==> src/rtl/serializer_pkg.sv <==
// Shared constants and helpers for the parallel-in/serial-out serializer.
package serializer_pkg;

  localparam int unsigned DEFAULT_WIDTH = 8;

  typedef enum logic {
    IDLE  = 1'b0,
    SHIFT = 1'b1
  } state_t;

  // Bit-counter width for a word of w bits; never narrower than one bit.
  function automatic int unsigned cnt_width(input int unsigned w);
    return (w <= 2) ? 1 : $clog2(w);
  endfunction

endpackage

==> src/rtl/piso_hold_reg.sv <==
// One-word holding buffer in front of the shift register.
module piso_hold_reg #(
  parameter int unsigned WIDTH = serializer_pkg::DEFAULT_WIDTH
) (
  input  logic             clk,
  input  logic             rst_n,
  input  logic             load,
  input  logic [WIDTH-1:0] load_data,
  input  logic             drain,
  output logic [WIDTH-1:0] hold_data,
  output logic             hold_full,
  output logic             in_ready
);

  // Load wins over drain; the two never coincide because in_ready is low while full.
  always_ff @(posedge clk or negedge rst_n) begin
    if (!rst_n) begin
      hold_data <= '0;
      hold_full <= 1'b0;
    end else if (load) begin
      hold_data <= load_data;
      hold_full <= 1'b1;
    end else if (drain) begin
      hold_full <= 1'b0;
    end
  end

  assign in_ready = !hold_full;

endmodule

==> src/rtl/piso_bit_serializer.sv <==
// Parallel-in/serial-out bit serializer feeding a serial sequence detector.
module piso_bit_serializer
  import serializer_pkg::*;
#(
  parameter int unsigned WIDTH     = DEFAULT_WIDTH,
  parameter bit          MSB_FIRST = 1'b1
) (
  input  logic             clk,
  input  logic             rst_n,
  input  logic [WIDTH-1:0] in_data,
  input  logic             in_valid,
  output logic             in_ready,
  input  logic             bit_en,
  output logic             dout,
  output logic             dout_valid,
  output logic             busy,
  output logic             word_done
);

  localparam int unsigned    CW   = cnt_width(WIDTH);
  localparam logic [CW-1:0]  LAST = CW'(WIDTH - 1);

  state_t           state, state_d;
  logic [WIDTH-1:0] shreg, shreg_d;
  logic [CW-1:0]    bit_cnt, bit_cnt_d;
  logic             word_done_d;

  logic             hold_full;
  logic [WIDTH-1:0] hold_data;
  logic             accept;
  logic             last_bit;
  logic             hold_load;
  logic             hold_drain;
  logic [WIDTH-1:0] shreg_shifted;

  assign accept   = in_valid && in_ready;
  assign last_bit = (state == SHIFT) && bit_en && (bit_cnt == LAST);
  // A word accepted on the final bit of the current word (buffer empty) goes straight
  // into the shift register, so a full buffer is never left behind in IDLE.
  assign hold_load  = accept && (state == SHIFT) && !last_bit;
  assign hold_drain = last_bit && hold_full;

  assign shreg_shifted = MSB_FIRST ? {shreg[WIDTH-2:0], 1'b0} : {1'b0, shreg[WIDTH-1:1]};

  piso_hold_reg #(
    .WIDTH(WIDTH)
  ) u_hold (
    .clk      (clk),
    .rst_n    (rst_n),
    .load     (hold_load),
    .load_data(in_data),
    .drain    (hold_drain),
    .hold_data(hold_data),
    .hold_full(hold_full),
    .in_ready (in_ready)
  );

  // Next-state logic for the FSM, shift register, bit counter and done pulse.
  always_comb begin
    state_d     = state;
    shreg_d     = shreg;
    bit_cnt_d   = bit_cnt;
    word_done_d = 1'b0;
    unique case (state)
      IDLE: begin
        if (accept) begin
          shreg_d   = in_data;
          bit_cnt_d = '0;
          state_d   = SHIFT;
        end
      end
      SHIFT: begin
        if (bit_en) begin
          if (bit_cnt == LAST) begin
            word_done_d = 1'b1;
            bit_cnt_d   = '0;
            if (hold_full) begin
              shreg_d = hold_data;
            end else if (accept) begin
              shreg_d = in_data;
            end else begin
              shreg_d = '0;
              state_d = IDLE;
            end
          end else begin
            shreg_d   = shreg_shifted;
            bit_cnt_d = bit_cnt + 1'b1;
          end
        end
      end
    endcase
  end

  // State registers; reset discards both the partial and the buffered word.
  always_ff @(posedge clk or negedge rst_n) begin
    if (!rst_n) begin
      state     <= IDLE;
      shreg     <= '0;
      bit_cnt   <= '0;
      word_done <= 1'b0;
    end else begin
      state     <= state_d;
      shreg     <= shreg_d;
      bit_cnt   <= bit_cnt_d;
      word_done <= word_done_d;
    end
  end

  // Outputs decode registered state only, so dout is glitch-free for the detector.
  always_comb begin
    dout_valid = (state == SHIFT);
    dout       = dout_valid && (MSB_FIRST ? shreg[WIDTH-1] : shreg[0]);
    busy       = (state == SHIFT) || hold_full;
  end

endmodule

==> config.mk <==
export PLATFORM = sky130hd
export DESIGN_NAME = piso_bit_serializer
export DESIGN_NICKNAME = d
export VERILOG_FILES = /design/src/rtl/serializer_pkg.sv /design/src/rtl/piso_hold_reg.sv /design/src/rtl/piso_bit_serializer.sv
export SDC_FILE = /design/constraint.sdc
export NUM_CORES = 1
export LEC_CHECK = 0
export ABC_AREA = 1
export CORE_MARGIN = 10
export CORE_UTILIZATION = 53
export CTS_CLUSTER_DIAMETER = 150
export DETAILED_ROUTE_END_ITERATION = 16
export GPL_ROUTABILITY_DRIVEN = 0
export HOLD_SLACK_MARGIN = 0.08
export PLACE_DENSITY = 0.74
export SYNTH_ARGS = -nofsm -noshare
export SYNTH_HDL_FRONTEND = slang
export SYNTH_SLANG_ARGS = --single-unit
==> constraint.sdc <==
create_clock -name clk -period 1.55 [get_ports clk]
set_input_delay 0.155 -clock clk [delete_from_list [all_inputs] [get_ports clk]]
set_output_delay 0.155 -clock clk [all_outputs]
set_load 0.01 [all_outputs]
; Word level (Yosys, flattened, before mapping)
; Index checks and enable logic that the tools add are counted.
; Widths: inputs -> output; s select.
[totals]
regBits = 22
in_bits = 12
out_inout_bits = 5
wordCells = 43
[classes]
add_sub_neg = 1
n_eq_ne = 3
n_mux = 20
bitwise = 1
reduce_logical = 12
[ops]
columns = operator, count
row1 = $mux 8, 5
row2 = $pmux 8 s2, 1
row3 = $mux 1, 9
row4 = $mux 3, 3
row5 = $logic_and 1x1->1, 7
row6 = $pmux 3 s2, 1
row7 = $ne 2x2->1 const B, 2
row8 = $add 3x1->3 const B, 1
row9 = $eq 3x3->1 const B, 1
row10 = $logic_not 1->1, 2
row11 = $pmux 1 s2, 1
row12 = $reduce_and 2->1, 1
row13 = $reduce_bool 2->1, 1
row14 = $logic_or 1x1->1, 1
row15 = $not 1->1, 1

; Longest topological paths before layout
[logic_depth]
word_depth = 7
depth_mapped = 8
mapped_depth_nobuf = 8

; Modules after synthesis
; Synthesis repeated with hierarchy kept, for this count alone.
[unflattened]
cells_unflattened = 169
area_unflattened_um2 = 1213.7
[modules_own_cells]
columns = mod, instances, cells_per_inst, area_per_inst_um2, seq_area_each_um2
row1 = piso_bit_serializer, 1, 130, 868.3, 325.3
row2 = piso_hold_reg, 1, 39, 345.3, 225.2

; Least setup slack after synthesis
; OpenSTA, ideal clock, no wires.
[synth_timing]
kind = register to register
startpoint = reg bit_cnt[0]
endpoint = reg shreg[1]
setup_ns = 0.077
t_arrival_ns = 1.304
required_ns = 1.473
slack_ns = 0.168
stages_incl_launch_ff = 9
n_path_buf = 1
period_less_slack_ns = 1.382
cell_sequence = dfrtp_1 -> ha_1 -> ha_1 -> buf_2 -> inv_1 -> a21oi_1 -> nand2_1 -> nand2_1 -> a21oi_1
[synth_between]
elab_chain_cells = 4
[synth_lines]
columns = element, line_no
row1 = from (decl), piso_bit_serializer.sv:25  ; logic [CW-1:0] bit_cnt, bit_cnt_d;
row2 = from (signal assigned), piso_bit_serializer.sv:104  ; bit_cnt <= bit_cnt_d;
row3 = $eq 3x3->1, piso_bit_serializer.sv:74  ; if (bit_cnt == LAST) begin
row4 = $mux 8, piso_bit_serializer.sv:74
row5 = $mux 8, piso_bit_serializer.sv:73  ; if (bit_en) begin
row6 = $pmux 8 s2, piso_bit_serializer.sv:64  ; unique case (state)
row7 = to (signal assigned), piso_bit_serializer.sv:103  ; shreg <= shreg_d;
row8 = to (decl), piso_bit_serializer.sv:24  ; logic [WIDTH-1:0] shreg, shreg_d;
; Every way passes these cells. The select of a mux whose other input is x is not followed.
; A chain may end at the register's enable or synchronous reset.

; Final worst setup path
[layout_timing]
startpoint = reg state, in the netlist dout_valid
endpoint = out dout_valid
[layout_lines]
columns = element, line_no
row1 = from (decl), piso_bit_serializer.sv:23  ; state_t state, state_d;
row2 = from (signal assigned), piso_bit_serializer.sv:102  ; state <= state_d;
row3 = to (decl), piso_bit_serializer.sv:15  ; output logic dout_valid,
; No word-level cell between the ends.

==> impl_metrics.yaml <==
outcome:
  status: "complete, no violations"
die:
  coreArea_sq_um: 2191
  start_util_pct: 55.34
  fp-row-count: 17
  fp.dieArea_sq_um: 4601
  die_y_microns: 67.83
  die_w_microns: 67.83
  boundaryPins: 17
layout:
  layout.nets: 198
  diodes: 0
  syn2layout_area_growth_pct: 24.56
  layout-drive-gt1-share_pct: 15.93
  final_cells: 210
  final_area_sq_um: 1510
flow_run:
  maxCapViolCount: 0
timing:
  hold_ws_ps: 180.1
  worst_pin_slew_ps: 295.4
  skew_ps: 6.934
  drv_slew: 0
  post-route-period-util_pct: 93.39
  finalSetupViolations: 0
  slew_headroom_pct: 80.31
  setup_tns_ps: 0
  fmax_mhz: 690.8
  min_period_ps: 1448
  hold_viol_final: 0
  rsz0062_at_grt: "no"
route:
  final_antenna_net_count: 0
  drc: 0
  drt_first_pass_iters: 4
  wl_per_cell_microns: 14.54
  routed_wl_microns: 3053
  vias_per_cell: 5.486
  drt_iter0_markers: 110
  via_count: 1152
critical_path:
  critical_path.max_fanout: 5
  critPathTopFamily: "buffers and inverters"
  worst_ep_arrival_time_ps: 1290
  crit_type: "reg2out"
  path_buf_inv: 1
  cp_slowest_cell: "clkdlybuf4s50_1"
  cp_slowest_stage_delay_ps: 550
  required_ps: 1390
  path_cells: "clkdlybuf4s50_1"
  worstSetupStartpointType: "register"
  crit_path_end_kind: "output port"
synth:
  synth_largest_area_cell: "dfrtp_1"
  syn_area_sq_um: 1212
  synth_edf_count: 0
  ys.warnings.count: 0
  async_flop_share_pct: 100.0
  syn-num-nets: 171
  yosys-top-cells-area: "dfrtp_1 (45%), nand2_1 (12%), nand3_1 (7.4%)"
  ys_types: 21
  synthTopCellsByCount: "nand2_1 (40), nor2_1 (23), dfrtp_1 (22)"
  ys.flop_type: "dfrtp_1"
  ys_ff_latch: 22
  syn_inst: 156
  ys_seq_area_share_pct: 45.41
  postSynthAreaPerCell_sq_um: 7.772
  yosys.area.top_type_share_pct: 45.41
  synth.most_common_cell: "nand2_1"
placed_design:
  portBuffers: 16
  dpl.hpwl_microns: 2107
  dpl_cell_area_sq_um: 1421
  dp_cells: 201
clock_tree:
  cts_tree: "yes"
  htreeDepth: 1
  clock_sinks: 22
  clock_latency_ps: 310
  path_clk_slew_ps: 130
  postCtsHoldBufs: 0
  cts_max_path_buffers: 2
  cts_root_buf: "clkbuf_4"
  cts_buffers: 3
global_routing:
  antenna_found_initial: 0
  grtUsageTotal_pct: 13.64
  grt_overflow: 0
  grt_max_degree: 23
  grt_pass1_wl_microns: 5009
  grt_pass1_vias: 1163
power_and_ir_drop:
  seq_power_share_pct: 39.5
  p_leak_nw: 0.7256
  peakVddDrop_mv: 1.010
  p_int_w: 0.001465
  combPwrFrac_pct: 47.3
  pwr-share-clk_pct: 13.2
  power-per-cell-area_nw_per_um2: 1630
  p_switching_w: 0.0009973
  sw_frac_of_total_pct: 40.50
min_path:
  min_path_type: "in2async"
==> path summary, 6_finish.rpt <==
check,depth (start not counted),slack [ps],end,startpoint
max in group asynchronous,2,1120,dout_valid$_DFF_PN0_,rst_n
max reg2reg,8,120,u_hold.hold_data[7]$_DFFE_PN0P_,bit_cnt[1]$_DFFE_PN0P_
max,1,100,dout_valid,dout_valid$_DFF_PN0_
min,2,180,shreg[5]$_DFFE_PN0P_,rst_n
min in group clk,3,440,u_hold.hold_data[2]$_DFFE_PN0P_,in_data[2]
min reg2reg,2,490,u_hold.hold_data[1]$_DFFE_PN0P_,u_hold.hold_data[1]$_DFFE_PN0P_
==> sequential cells by signal (all words and copies together) (netlist names) <==
signal and count:
word_done 1, u_hold.hold_full 1, u_hold.hold_data 8, bit_cnt 3, shreg 8, dout_valid 1
==> cell families (layout without fill, tap and decap cells) <==
logic type	Yosys count	in the layout	synth area share, %
DFF	22	22	45.41
buffers and inverters	15	41	5.986
adders and majority gates	3	3	3.096
AOI/OAI and AO/OA	26	26	10.84
and+or+nand+nor	90	90	34.68
==> metrics by stage <==
stage                     total power, W  util (%)  worst slack [ps]
after floorplan                 0.001720         -             168.3
after global routing            0.002675     68.93             18.99
after global placement          0.001994     64.88             141.0
after detailed placement        0.002036     64.88             71.79
final                           0.002462     68.93             102.4
after CTS                       0.002368     67.22             41.34
==> power groups by stage <==
stage | clock, W | sequential [W] | combinational (W)
detailed placement | 0 | 0.000979 | 0.00106
CTS | 0.000328 | 0.000967 | 0.00107
global placement | 0 | 0.000975 | 0.00102
floorplan | 0 | 0.000944 | 0.000776
finish | 0.000326 | 0.000973 | 0.00116
global route | 0.000353 | 0.00100 | 0.00132
==> cell type report <==
type,count,area [sq um]
inverters,9,36.28
repair buffers,28,259.0
fillers,181,680.7
multi-input cells,119,591.8
flip-flops and latches,22,551.8
well taps,28,35.03
clock buffers,4,36.28
==> routing by layer <==
metal | up-vias | GRT usage [%] | wire length, microns
met2 | 31 | 22.89 | 1531
met1 | 553 | 16.84 | 1323
met4 | 0 | 4.774 | 14
met5 | - | 0 | 0
li1 | 566 | - | -
met3 | 2 | 3.100 | 183
==> cells in the final DEF, fill, tap and decap left out, types with 2 or more instances in the layout <==
cell type / instances
a21oi_1: 15
buf_4: 11
clkbuf_4: 3
clkdlybuf4s50_1: 13
dfrtp_1: 21
dlygate4sd2_1: 3
ha_1: 2
inv_1: 5
inv_2: 3
nand2_1: 40
nand2_4: 2
nand3_1: 18
nor2_1: 23
nor2_4: 2
o21ai_0: 9
==> repair_timing <==
item | 4_1_cts | 5_1_grt
hold endpoints to repair | 0 | 0
setup buffers | 2 | 3
pin swaps | 0 | 1
setup endpoints to repair | 4 | 12
resized for setup | 5 | 3
(Power assumes the default switching activity.)
